===== src/rtl/elevator_pkg.sv =====
// Shared types and constants for the elevator call scheduler.
package elevator_pkg;

  localparam int N_FLOORS = 4;
  localparam int FLOOR_W  = 2;

  // next_stage value meaning "no target"
  localparam logic [2:0] NS_NONE = 3'b000;

  typedef enum logic [2:0] {
    IDLE   = 3'd0,
    DECIDE = 3'd1,
    MOVE   = 3'd2,
    ARRIVE = 3'd3,
    HOLD   = 3'd4
  } state_t;

  // True when any floor strictly beyond 'floor' in the given direction has a call.
  function automatic logic calls_beyond(input logic [N_FLOORS-1:0] calls,
                                        input logic [FLOOR_W-1:0]  floor,
                                        input logic                up);
    logic hit;
    hit = 1'b0;
    for (int i = 0; i < N_FLOORS; i++) begin
      if (calls[i] && (up ? (i > int'(floor)) : (i < int'(floor)))) hit = 1'b1;
    end
    return hit;
  endfunction

endpackage


===== src/rtl/call_target_picker.sv =====
// Combinational SCAN decision: are calls ahead/behind, which way to go, nearest stop.
module call_target_picker
  import elevator_pkg::*;
(
  input  logic [N_FLOORS-1:0] car_calls,
  input  logic [N_FLOORS-1:0] up_calls,   // floor-indexed, bit 3 always 0
  input  logic [N_FLOORS-1:0] dn_calls,   // floor-indexed, bit 0 always 0
  input  logic [FLOOR_W-1:0]  cur_floor,
  input  logic                dir,
  output logic                ahead,
  output logic                behind,
  output logic                dir_pick,
  output logic [FLOOR_W-1:0]  target
);

  logic [N_FLOORS-1:0] all_calls;
  logic [N_FLOORS-1:0] qual;
  logic [FLOOR_W-1:0]  far;

  // Keep direction while calls lie ahead, otherwise reverse; stop at nearest qualifying floor.
  always_comb begin
    all_calls = car_calls | up_calls | dn_calls;
    ahead     = calls_beyond(all_calls, cur_floor, dir);
    behind    = calls_beyond(all_calls, cur_floor, ~dir);
    dir_pick  = (ahead || !behind) ? dir : ~dir;

    // Farthest call of any type in the chosen direction always qualifies,
    // so the car turns around at the end of its sweep.
    far = cur_floor;
    if (dir_pick) begin
      for (int i = 0; i < N_FLOORS; i++)
        if (i > int'(cur_floor) && all_calls[i]) far = FLOOR_W'(i);
    end else begin
      for (int i = N_FLOORS - 1; i >= 0; i--)
        if (i < int'(cur_floor) && all_calls[i]) far = FLOOR_W'(i);
    end

    qual = car_calls | (dir_pick ? up_calls : dn_calls);
    if (ahead || behind) qual[far] = 1'b1;

    target = cur_floor;
    if (dir_pick) begin
      for (int i = N_FLOORS - 1; i >= 0; i--)
        if (i > int'(cur_floor) && qual[i]) target = FLOOR_W'(i);
    end else begin
      for (int i = 0; i < N_FLOORS; i++)
        if (i < int'(cur_floor) && qual[i]) target = FLOOR_W'(i);
    end
  end

endmodule


===== src/rtl/elevator_call_scheduler.sv =====
// Collective SCAN call scheduler for a 4-floor car: latches buttons, drives the
// motion FSM's run/direction/next-floor inputs and acknowledges arrivals.
//
// Arrival handshake: arrive_valid is a level held by the motion FSM until
// arrive_ack pulses for one cycle. It is only accepted in MOVE, and only after
// arrive_valid has been seen low since the previous ack (or since reset), so a
// single assertion can never be acknowledged twice.
module elevator_call_scheduler
  import elevator_pkg::*;
#(
  parameter int DWELL_CYCLES = 10,
  parameter int CNT_W        = 4
) (
  input  logic                clk,
  input  logic                reset,
  input  logic [3:0]          car_btn,
  input  logic [2:0]          hall_up,
  input  logic [2:0]          hall_dn,
  input  logic                arrive_valid,
  input  logic [FLOOR_W-1:0]  arrive_floor,
  output logic                arrive_ack,
  output logic                run,
  output logic                dir_up,
  output logic [2:0]          next_stage,
  output logic [3:0]          car_lamp,
  output logic [2:0]          up_lamp,
  output logic [2:0]          dn_lamp,
  output logic [FLOOR_W-1:0]  cur_floor
);

  state_t               state_q, state_d;
  logic [3:0]           car_q, car_d;
  logic [2:0]           up_q, up_d;
  logic [2:0]           dn_q, dn_d;
  logic [FLOOR_W-1:0]   cur_q, arr_q;
  logic                 dir_q, armed_q;
  logic [CNT_W-1:0]     cnt_q;

  logic [3:0]           up4, dn4, all4, cur_oh, arr_oh, block, car_mask;
  logic [2:0]           up_mask, dn_mask;
  logic                 dir_in, ahead, behind, dir_pick, go, any_pending;
  logic                 hold_press, accept, dwell_done, arr_ahead;
  logic [FLOOR_W-1:0]   target;

  // Floor-indexed views of the pending calls and the decision inputs.
  always_comb begin
    up4         = {1'b0, up_q};
    dn4         = {dn_q, 1'b0};
    all4        = car_q | up4 | dn4;
    any_pending = |all4;
    cur_oh      = '0;
    cur_oh[cur_q] = 1'b1;
    arr_oh      = '0;
    arr_oh[arr_q] = 1'b1;
    // Direction is pinned at the end floors before deciding.
    if (cur_q == FLOOR_W'(N_FLOORS - 1)) dir_in = 1'b0;
    else if (cur_q == '0)               dir_in = 1'b1;
    else                                dir_in = dir_q;
    go         = ahead | behind;
    hold_press = (state_q == HOLD) &&
                 |((car_btn | {1'b0, hall_up} | {hall_dn, 1'b0}) & cur_oh);
    accept     = (state_q == MOVE) && arrive_valid && armed_q;
    dwell_done = (cnt_q == CNT_W'(DWELL_CYCLES - 1));
    arr_ahead  = calls_beyond(all4, arr_q, dir_q);
  end

  call_target_picker u_picker (
    .car_calls (car_q),
    .up_calls  (up4),
    .dn_calls  (dn4),
    .cur_floor (cur_q),
    .dir       (dir_in),
    .ahead     (ahead),
    .behind    (behind),
    .dir_pick  (dir_pick),
    .target    (target)
  );

  // Next-state logic of the scheduler FSM.
  always_comb begin
    state_d = state_q;
    case (state_q)
      IDLE:    if (any_pending) state_d = DECIDE;
      DECIDE:  state_d = go ? MOVE : IDLE;
      MOVE:    if (accept) state_d = ARRIVE;
      ARRIVE:  state_d = HOLD;
      HOLD:    if (!hold_press && dwell_done) state_d = any_pending ? DECIDE : IDLE;
      default: state_d = IDLE;
    endcase
  end

  // Pending-call update: presses set, served floors clear, clear wins on conflict.
  always_comb begin
    block    = '0;
    car_mask = '0;
    up_mask  = '0;
    dn_mask  = '0;
    case (state_q)
      HOLD:   block = cur_oh;  // door is open here: presses are served immediately
      ARRIVE: begin
        car_mask = arr_oh;
        if (dir_q) up_mask = arr_oh[2:0];
        else       dn_mask = arr_oh[3:1];
        if (!arr_ahead) begin
          up_mask = arr_oh[2:0];
          dn_mask = arr_oh[3:1];
        end
      end
      DECIDE: if (!go) begin
        // Only calls at the current floor remain: treat them as served.
        car_mask = cur_oh;
        up_mask  = cur_oh[2:0];
        dn_mask  = cur_oh[3:1];
      end
      default: ;
    endcase
    car_d = (car_q | (car_btn & ~block)) & ~car_mask;
    up_d  = (up_q | (hall_up & ~block[2:0])) & ~up_mask;
    dn_d  = (dn_q | (hall_dn & ~block[3:1])) & ~dn_mask;
  end

  // FSM state register.
  always_ff @(posedge clk or posedge reset) begin
    if (reset) state_q <= IDLE;
    else       state_q <= state_d;
  end

  // Pending call registers (these are the lamps).
  always_ff @(posedge clk or posedge reset) begin
    if (reset) begin
      car_q <= '0;
      up_q  <= '0;
      dn_q  <= '0;
    end else begin
      car_q <= car_d;
      up_q  <= up_d;
      dn_q  <= dn_d;
    end
  end

  // Position, direction, dwell counter and arrival bookkeeping.
  always_ff @(posedge clk or posedge reset) begin
    if (reset) begin
      cur_q   <= '0;
      arr_q   <= '0;
      dir_q   <= 1'b1;
      cnt_q   <= '0;
      armed_q <= 1'b0;
    end else begin
      if (accept) arr_q <= arrive_floor;
      if (state_q == ARRIVE) cur_q <= arr_q;
      if (state_q == DECIDE) dir_q <= dir_pick;
      if (state_q == ARRIVE)                  cnt_q <= '0;
      else if (hold_press)                    cnt_q <= '0;
      else if (state_q == HOLD && !dwell_done) cnt_q <= cnt_q + 1'b1;
      if (state_q == ARRIVE)  armed_q <= 1'b0;
      else if (!arrive_valid) armed_q <= 1'b1;
    end
  end

  // Output decode.
  always_comb begin
    run        = (state_q == MOVE) || (state_q == DECIDE && go);
    next_stage = run ? {1'b1, target} : NS_NONE;
    dir_up     = (state_q == DECIDE) ? dir_pick : dir_q;
    arrive_ack = (state_q == ARRIVE);
    car_lamp   = car_q;
    up_lamp    = up_q;
    dn_lamp    = dn_q;
    cur_floor  = cur_q;
  end

endmodule


===== config.mk =====
export PLATFORM = sky130hd
export DESIGN_NAME = elevator_call_scheduler
export DESIGN_NICKNAME = d
export VERILOG_FILES = /design/src/rtl/elevator_pkg.sv /design/src/rtl/call_target_picker.sv /design/src/rtl/elevator_call_scheduler.sv
export SDC_FILE = /design/constraint.sdc
export NUM_CORES = 1
export LEC_CHECK = 0
export CAP_MARGIN = 25
export CORE_ASPECT_RATIO = 0.75
export CORE_UTILIZATION = 25
export CTS_BUF_LIST = sky130_fd_sc_hd__clkbuf_4 sky130_fd_sc_hd__clkbuf_8
export DETAILED_ROUTE_END_ITERATION = 10
export PLACE_DENSITY = 0.55
export SLEW_MARGIN = 20
export SYNTH_ARGS = -nofsm -noshare
export SYNTH_HDL_FRONTEND = slang
export SYNTH_SLANG_ARGS = --single-unit
export TNS_END_PERCENT = 10

===== constraint.sdc =====
create_clock -name clk -period 4.5 [get_ports clk]
set_input_delay 0.9 -clock clk [delete_from_list [all_inputs] [get_ports clk]]
set_output_delay 0.9 -clock clk [all_outputs]
set_load 0.1 [all_outputs]

==> impl_metrics.py <==
metrics = {
    "floorplanning": {
        "rows": 25,
        "pin_count": 33,
        "fp.dieH_um": 72.7,
        "die_area_um2": 6990,
        "initial_core_util_pct": 26.2,
        "coreArea_um2": 6350,
        "die_w_um": 96.2,
    },
    "setup_path": {
        "critPathKind": "reg2out",
        "critPathMaxFanout": 8,
        "worstPathRequired_ns": 3.60,
        "end_kind": "output pin",
        "cp_data_arrival_time_ns": 3.34,
        "rr_worst_depth": 7,
        "start_kind": "register",
    },
    "timing": {
        "fin_crit_ns": 4.24,
        "finalCritPeriodShare_pct": 94.1,
        "fmax_ghz": 0.236,
        "rsz0062_at_grt": "no",
        "setup_viol": 0,
        "setup_tns_ns": 0,
        "maxSlewHeadroom_pct": 32.2,
        "fin_worst_skew_ns": 0.00147,
        "drv_slew": 0,
        "hold_viol": 0,
        "worst_pin_slew_ns": 1.01,
    },
    "yosys": {
        "seq_area_frac_synth_pct": 34.7,
        "ys_types": 54,
        "yosys_warnings": 0,
        "synth_enable_flop_cells": 0,
        "syn-mean-instance-area_um2": 8.45,
        "ys.flop_type": "dfrtp_1",
        "yosysTopAreaCell": "dfrtp_1",
        "synth-seq-cells": 23,
        "synth_area_um2": 1660,
        "async_flop_share_pct": 100,
        "synth.area.top_cells": "dfrtp_1 (33%), a21oi_1 (6.0%), nor2_1 (5.2%)",
        "syn_inst": 197,
        "synth_top_area_share_pct": 33.1,
        "syn_nets": 214,
    },
    "routing": {
        "drt_first_pass_iters": 4,
        "wirelength_mm": 4.78,
        "vias_per_cell": 5.10,
        "drt-initial-drc-count": 149,
        "ant_nets": 0,
        "vias": 1586,
        "drc_errors": 0,
        "routedWlPerCell_um": 15.4,
    },
    "pwr": {
        "total_power_w": 0.000369,
        "p_leak_nw": 0.823,
        "p_comb_share_pct": 7.1,
        "p_int_w": 0.000292,
        "power_frac_clock_pct": 36.4,
        "power_frac_seq_pct": 56.5,
        "p_switching_w": 0.0000769,
        "powerDensity_nw_per_um2": 167,
        "peakVddDrop_v": 0.000127,
        "power_switching_share_pct": 20.9,
    },
    "cts": {
        "clock-sinks": 23,
        "cts_resized": 0,
        "cts_root_buf": "clkbuf_8",
        "cts_max_level": 1,
        "hold_buffers": 0,
        "cts_buffers": 3,
        "clk_latency_ns": 0.26,
        "cts_tree": "done",
        "ctsLongestPathBuffers": 2,
        "clk_pin_slew_ns": 0.08,
        "cts_setup_buffers": 0,
    },
    "layout": {
        "layout_commonest_cell": "clkdlybuf4s50_1",
        "drive_gt1_share_pct": 23.5,
        "areaGrowthSynthToFinish_pct": 33.0,
        "fin_nets": 248,
        "layout_common_cells": "clkdlybuf4s50_1 (27), nor2_1 (23), nand2_1 (19), a21oi_1 (19)",
        "num_antenna_cells": 0,
        "nFillCells": 652,
    },
    "grt": {
        "grt_pass1_vias": 1387,
        "grt_max_degree": 24,
        "antenna_found_initial": 0,
        "overflow": 0,
        "grt_pass1_wl_mm": 7.52,
        "grt_use_total_pct": 14.2,
    },
    "placed_design": {
        "gp_congestion": 0.845,
        "dp_hpwl_mm": 3.70,
        "io_buffers": 32,
    },
    "flow_run": {
        "drv_cap": 0,
    },
    "worst_hold_path": {
        "hp-class": "reg2reg",
        "whs_path_depth": 2,
    },
    "run_status": {
        "status": "completed",
    },
}
cell usage after synthesis, drive strengths merged (3+ instances only):
cell    count
or3         3
nor2       24
nor4        3
inv         9
o22ai       3
buf         5
a21oi      22
nand2      19
dfrtp      22
mux2        5
nor3       13
nand3       7
nor3b       3
nand2b      4
a211oi      6
o21ai      15
final cells by class:
type                            instances  area, um2  area share, %
Clock buffer                            4       48.8           2.20
Tap cell                               81        101           4.58
Multi-Input combinational cell        159       1060           47.8
Sequential cell                        23        597           27.0
Inverter                                9       33.8           1.53
Timing Repair Buffer                   35        375           17.0
critical path: stages, from the launching register on:
cell and delay, ns:
dfrtp_2 0.46, or3_1 0.50, o211ai_2 0.13, o31ai_4 0.13
nor3_4 0.39, mux2_4 0.35, a21oi_2 0.21, o21ai_1 0.09
a32o_1 0.30, a211oi_4 0.29, buf_12 0.21
final timing paths:
kind	startpoint	to	slack [ns]
hold reg to reg	armed_q	armed_q	0.53
setup reg to reg	car_lamp[1]	car_lamp[0]	1.95
setup / recovery	car_lamp[1]	next_stage[0]	0.26
hold / removal	armed_q	armed_q	0.53
min in group asynchronous	reset	cnt_q[1]	0.92
max in group asynchronous	reset	dir_q	3.08
flip-flops by register name (all words and copies together) (netlist names):
name and flops:
car_lamp 4, cnt_q 4, dn_lamp 3, state_q 3, up_lamp 3, arr_q 2
cur_floor 2, armed_q 1, dir_q 1
metal layers:
metal  up-vias  GRT usage [%]  routed length [um]
met5         -              0                   0
met4         0          0.829                  34
met3         3           3.44                 357
met2        62           18.4                1850
met1       735           23.8                2540
li1        786              -                   -
cells by family after synthesis:
family,count (synthesis),share of synthesized area (%)
fa+ha+maj,2,1.50
buf+inv,15,4.96
compound gates,61,24.3
flops,23,34.7
mux,6,4.66
xor+xnor,4,2.56
simple gates,86,27.4
stage by stage:
stage          cells  hold slack (ns)  setup slack [ns]  area, um2  utilization (%)
6_report         311            0.525             0.264       2210             34.9
5_1_grt          311            0.566            0.0945       2210             34.9
4_1_cts          310            0.529             0.245       2190             34.4
3_5_place_dp     306            0.515             0.567       2140             33.7
3_3_place_gp     306            0.507             0.604       2140             33.7
2_1_floorplan    197            0.475           0.00469       1740                -
power by group through the flow:
stage | sequential [W] | clock (W) | combinational (W)
2_1_floorplan | 0.000212 | 0 | 0.00000733
4_1_cts | 0.000208 | 0.000142 | 0.0000237
6_report | 0.000208 | 0.000134 | 0.0000263
3_5_place_dp | 0.000212 | 0 | 0.0000236
5_1_grt | 0.000208 | 0.000147 | 0.0000288
3_3_place_gp | 0.000212 | 0 | 0.0000238
Power figures use the tool's default switching activity.
==> RTL change 1, RTL diff (same flow settings) <==
The 5 states of `state_t` get a Gray code encoding in 3 bits.
--- a/src/rtl/elevator_pkg.sv
+++ b/src/rtl/elevator_pkg.sv
@@ -8,11 +8,11 @@
   localparam logic [2:0] NS_NONE = 3'b000;
 
   typedef enum logic [2:0] {
-    IDLE   = 3'd0,
-    DECIDE = 3'd1,
-    MOVE   = 3'd2,
-    ARRIVE = 3'd3,
-    HOLD   = 3'd4
+    IDLE   = 3'b000,
+    DECIDE = 3'b001,
+    MOVE   = 3'b011,
+    ARRIVE = 3'b010,
+    HOLD   = 3'b110
   } state_t;
 
   // True when any floor strictly beyond 'floor' in the given direction has a call.
Function: same outputs for any inputs over 10 cycles, from zero or initial values and one cycle with reset high; not proved beyond that.
==> RTL change 1 against the original RTL <==
Cell area grew 3.2%; sequential share of layout area shrank 0.62 points; wire length grew 2.5%; global-route usage grew 0.92 points; clock skew is essentially flat; worst setup slack lost 0.043 ns; sequential cell count is the same; worst hold slack lost 0.0049 ns; synthesized area shrank 2.7%; critical path type unchanged; critical endpoint is now next_stage[1]; highest routed layer unchanged.
Power is left out: it rests on default switching activity, and per cell area and clock period it moved more than threefold.
==> RTL change 1: results (changes against the original RTL) <==
\begin{tabular}{lr}
\hline
Metric & Value \\
\hline
\multicolumn{2}{l}{\textbf{Run status}} \\
\quad Outcome & finished, final reports clean \\
\multicolumn{2}{l}{\textbf{GRT}} \\
\quad Via count of the first global-routing pass & 1529 (+10\%) \\
\quad Global-route wire length before repair & 7893 um (+4.9\%) \\
\quad Total Routing Usage GR & 0.1514 (+0.009246) \\
\quad Number of antenna violations at the first check in global routing & 0 (unchanged) \\
\multicolumn{2}{l}{\textbf{Placement}} \\
\quad Post-DP HPWL & 3700 um (about the same) \\
\quad Number of instances in the placed design & 301 (-1.6\%) \\
\quad RD Place Congestion & 0.8965 (+6.1\%) \\
\quad Setup slack after placement & 0.2845 ns (-0.2821 ns) \\
\multicolumn{2}{l}{\textbf{Finish}} \\
\quad Share of cells above drive strength 1 & 0.2511 (+0.01628) \\
\quad Post-layout nets & 253 (+2.0\%) \\
\multicolumn{2}{l}{\textbf{Critical path}} \\
\quad Slowest cell on the critical path & sky130\_fd\_sc\_hd\_\_dfrtp\_4 \\
\quad Arrival time reported for the critical path endpoint & 3.38 ns (+0.04 ns) \\
\quad Critical-path maximum fanout & 14 (+6) \\
\quad R2r startpoint & cur\_floor[0]\$\_DFFE\_PP0P\_ \\
\quad Crit-path max cell delay & 0.56 ns (+0.06 ns) \\
\multicolumn{2}{l}{\textbf{Timing}} \\
\quad Slew of the pin with the lowest slew margin & 0.9886 ns (-0.02577 ns) \\
\quad Layout Skew & 0.001903 ns (+0.0004303 ns) \\
\multicolumn{2}{l}{\textbf{Yosys}} \\
\quad Post-Synthesis Net Count & 210 (-1.9\%) \\
\quad Library cells used by synthesis & 49 (-9.3\%) \\
\quad Commonest cells in the synthesized netlist & sky130\_fd\_sc\_hd\_\_nand2\_1, sky130\_fd\_sc\_hd\_\_nor2\_1, sky130\_fd\_sc\_hd\_\_dfrtp\_1 \\
\quad Mean area per synthesized cell & 8.389 sq um (-0.69\%) \\
\quad Sequential-to-total area share from yosys stat & 0.3563 (+0.009643) \\
\quad Top cells by area in the synthesized netlist & sky130\_fd\_sc\_hd\_\_dfrtp\_1, sky130\_fd\_sc\_hd\_\_nand2\_1, sky130\_fd\_sc\_hd\_\_nor2\_1, sky130\_fd\_sc\_hd\_\_a21oi\_1, sky130\_fd\_sc\_hd\_\_mux2\_2 \\
\quad Share of the synthesized area in the top cell type & 0.3400 (+0.009204) \\
\multicolumn{2}{l}{\textbf{Detailed routing}} \\
\quad Post-DR vias/cell & 5.240 (+2.7\%) \\
\quad Total iterations of the first detailed-routing run & 6 (+2) \\
\quad Number of design-rule violations left by the first detailed-router iteration & 173 (+16\%) \\
\quad Total number of vias & 1640 (+3.4\%) \\
\hline
\end{tabular}
==> RTL change 1: cell types whose count changed after synthesis, moves of 4 or more <==
cell | before | now
sky130_fd_sc_hd__mux2_2 | 2 | 7
sky130_fd_sc_hd__nand2_1 | 19 | 26
sky130_fd_sc_hd__nand3_1 | 7 | 3
sky130_fd_sc_hd__o21ai_1 | 4 | 0
sky130_fd_sc_hd__a21oi_1 | 20 | 16
==> RTL change 1: logic make-up (layout without fill, tap and decap cells) <==
kind of cell,after synthesis,in the layout,share of synthesized area
simple gates,82,82,0.2496
compound gates,57,57,0.2419
flops,23,23,0.3563
buf+inv,15,57,0.04404
mux,9,9,0.06105
xor+xnor,5,5,0.03169
fa+ha+maj,2,2,0.01545
==> RTL change 1: worst max-delay path, delay by kind of cell (launching register included) <==
kind / cells / cell delay [ns]
buffers and inverters: 1 / 0.21
multiplexers: 1 / 0.39
flip-flops: 1 / 0.56
XOR/XNOR: 1 / 0.30
AO/OA/AOI/OAI: 4 / 1.00
AND/OR/NAND/NOR: 3 / 0.65
==> RTL change 1: per-layer routing <==
metal / GRT usage / up-vias / routed length [um]
li1: - / 785 / -
met1: 0.2452 / 770 / 2556
met2: 0.1966 / 77 / 1923
met3: 0.02548 / 8 / 362
met4: 0.04882 / 0 / 60
met5: 0 / - / 0
==> RTL change 1: final timing paths <==
path,to,slack [ns],cells past startpoint
worst max-delay path,next_stage[1],0.22,10
worst min-delay path,armed_q$_DFFE_PP0P_,0.52,2
worst max register to register,car_lamp[1]$_DFF_PP0_,2.03,8
worst min register to register,armed_q$_DFFE_PP0P_,0.52,2
max in group asynchronous,dir_q$_DFF_PP1_,3.10,3
min in group asynchronous,cnt_q[2]$_DFFE_PP0P_,0.89,2
==> RTL change 1: area by class of cell <==
class | instances | area, sq um
repair buffers | 45 | 437.9
clock inverters | 1 | 5.005
clock buffers | 3 | 41.29
inverters | 8 | 30.03
well taps | 78 | 97.59
fillers | 597 | 3751
flip-flops and latches | 23 | 601.8
multi-input cells | 155 | 1071
==> RTL change 1: what timing repair did <==
item,4_1_cts,5_1_grt
hold buffers,0,0
gates cloned,0,0
setup endpoints to repair,1,2
hold endpoints to repair,0,0
resized for setup,1,5
pin swaps,0,2
setup buffers,0,7
==> RTL change 1: stage by stage <==
| stage | util | instance area, sq um | hold WS (ns) |
|---|---|---|---|
| 2_1_floorplan | - | 1709 | 0.4954 |
| 3_3_place_gp | 0.3539 | 2136 | 0.5057 |
| 3_5_place_dp | 0.3539 | 2136 | 0.5119 |
| 4_1_cts | 0.3628 | 2190 | 0.5251 |
| 5_1_grt | 0.3785 | 2285 | 0.5561 |
| 6_report | 0.3785 | 2285 | 0.5206 |
==> RTL change 2, RTL diff (same flow settings) <==
Without the edit above. Set the parameter `DWELL_CYCLES` to 8 (it was 10).
--- a/src/rtl/elevator_call_scheduler.sv
+++ b/src/rtl/elevator_call_scheduler.sv
@@ -8,7 +8,7 @@
 module elevator_call_scheduler
   import elevator_pkg::*;
 #(
-  parameter int DWELL_CYCLES = 10,
+  parameter int DWELL_CYCLES = 8,
   parameter int CNT_W        = 4
 ) (
   input  logic                clk,
Behaviour: no difference found for any inputs over 10 cycles, from zero or initial values and one cycle with reset high; that may be too few to reach the edited logic, so the function may still have changed.
==> RTL change 2 against the original RTL <==
Sequential cell count did not move; synthesized area down 7.2%; maximum frequency down 4.1%; via count down 6.9%; worst setup slack got worse by 0.18 ns; cell area down 5.0%; wire length down 7.2%; non-clock buffer count grew 2; largest cell class unchanged; highest routed layer unchanged.
Power is left out: it rests on default switching activity, and per cell area and clock period it moved more than threefold.
==> RTL change 2: results (changes against the original RTL) <==
\begin{tabular}{lr}
\hline
Metric & Value \\
\hline
\multicolumn{2}{l}{\textbf{Placement}} \\
\quad Number of instances in the placed design & 280 (-8.5\%) \\
\quad RD Place Congestion & 0.8001 (-5.3\%) \\
\multicolumn{2}{l}{\textbf{Detailed routing}} \\
\quad Number of design-rule violations left by the first detailed-router iteration & 82 (-45\%) \\
\quad Total number of vias & 1477 (-6.9\%) \\
\quad Routed length on met2 & 1753 um (-5.1\%) \\
\quad Met1 Routed Length & 2253 um (-11\%) \\
\quad Sum of met3 wire segment lengths after detailed routing & 395 um (+11\%) \\
\multicolumn{2}{l}{\textbf{Finish}} \\
\quad Post-layout nets & 224 (-9.7\%) \\
\quad Share of cells above drive strength 1 & 0.2367 (+0.001932) \\
\multicolumn{2}{l}{\textbf{GRT}} \\
\quad Via count of the first global-routing pass & 1407 (+1.4\%) \\
\multicolumn{2}{l}{\textbf{Yosys}} \\
\quad Multiplexer share of the synthesized area & 0.05267 (+0.006058) \\
\quad Post-Synthesis Net Count & 187 (-13\%) \\
\quad Top cells by area in the synthesized netlist & sky130\_fd\_sc\_hd\_\_dfrtp\_1, sky130\_fd\_sc\_hd\_\_a21oi\_1, sky130\_fd\_sc\_hd\_\_nand2\_1, sky130\_fd\_sc\_hd\_\_nor2\_1, sky130\_fd\_sc\_hd\_\_nor3\_1 \\
\quad Adder and majority gate portion of the synthesized area & 0.01702 (+0.001980) \\
\quad Parity-gate share of the synthesized area counting xor and xnor cells & 0.02350 (-0.002063) \\
\quad Mapped Cells & 171 (-13\%) \\
\quad Combinational family with the most area after synthesis & compound AO/OA/AOI/OAI gates \\
\quad Commonest cells in the synthesized netlist & sky130\_fd\_sc\_hd\_\_dfrtp\_1, sky130\_fd\_sc\_hd\_\_a21oi\_1, sky130\_fd\_sc\_hd\_\_nand2\_1, sky130\_fd\_sc\_hd\_\_nor2\_1, sky130\_fd\_sc\_hd\_\_nor3\_1 \\
\multicolumn{2}{l}{\textbf{Run status}} \\
\quad Outcome & finished, final reports clean \\
\multicolumn{2}{l}{\textbf{Critical path}} \\
\quad Slowest cell on the critical path & sky130\_fd\_sc\_hd\_\_dfstp\_2 \\
\quad Number of cells on the worst reg-to-reg path & 8 (+1) \\
\quad Arrival time reported for the critical path endpoint & 3.52 ns (+0.18 ns) \\
\quad R2r startpoint & dir\_q\$\_DFF\_PP1\_ \\
\multicolumn{2}{l}{\textbf{Floorplan}} \\
\quad Total Die Area & 6498 sq um (-7.0\%) \\
\multicolumn{2}{l}{\textbf{Timing}} \\
\quad Final worst slack & 0.08296 ns (-0.1811 ns) \\
\quad Layout Skew & 0.002485 ns (+0.001013 ns) \\
\quad Slew of the pin with the lowest slew margin & 0.9875 ns (-0.02686 ns) \\
\hline
\end{tabular}
[RTL change 2: how the worst min path moves through the flow]
stage	start	endpoint	slack, ns	cells past startpoint
after detailed placement	armed_q$_DFFE_PP0P_	armed_q$_DFFE_PP0P_	0.52	2
after global placement	armed_q$_DFFE_PP0P_	armed_q$_DFFE_PP0P_	0.51	2
after global routing	armed_q$_DFFE_PP0P_	armed_q$_DFFE_PP0P_	0.57	2
final	armed_q$_DFFE_PP0P_	armed_q$_DFFE_PP0P_	0.53	2
after CTS	armed_q$_DFFE_PP0P_	armed_q$_DFFE_PP0P_	0.53	2
after floorplan	armed_q$_DFFE_PP0P_	armed_q$_DFFE_PP0P_	0.50	2
[RTL change 2: cell type report]
class / count / share of cell area
flip-flops and latches: 23 / 0.2827
well taps: 78 / 0.04643
clock buffers: 4 / 0.02321
inverters: 10 / 0.01786
repair buffers: 37 / 0.1798
multi-input cells: 133 / 0.4500
[RTL change 2: cells by family after synthesis]
kind of cell,after synthesis
AO/OA/AOI/OAI,56
XOR/XNOR,2
adder cells (fa/ha/maj),2
buffers and inverters,15
flip-flops,23
multiplexers,7
AND/OR/NAND/NOR,66
[RTL change 2: worst reg2reg max path, stage by stage, from the launching register on]
cell and delay [ns]:
sky130_fd_sc_hd__dfstp_2 0.64, sky130_fd_sc_hd__inv_2 0.07, sky130_fd_sc_hd__maj3_4 0.40, sky130_fd_sc_hd__mux2i_4 0.21, sky130_fd_sc_hd__or2_1 0.27, sky130_fd_sc_hd__nor2_2 0.22
sky130_fd_sc_hd__nand2_1 0.14, sky130_fd_sc_hd__nor2_1 0.26, sky130_fd_sc_hd__nor3_1 0.10
[RTL change 2: per-layer routing]
metal  global-route usage  up-vias
li1                     -      707
met1               0.2260      705
met2               0.2016       61
met3              0.04357        4
met4              0.03419        0
met5                    0        -
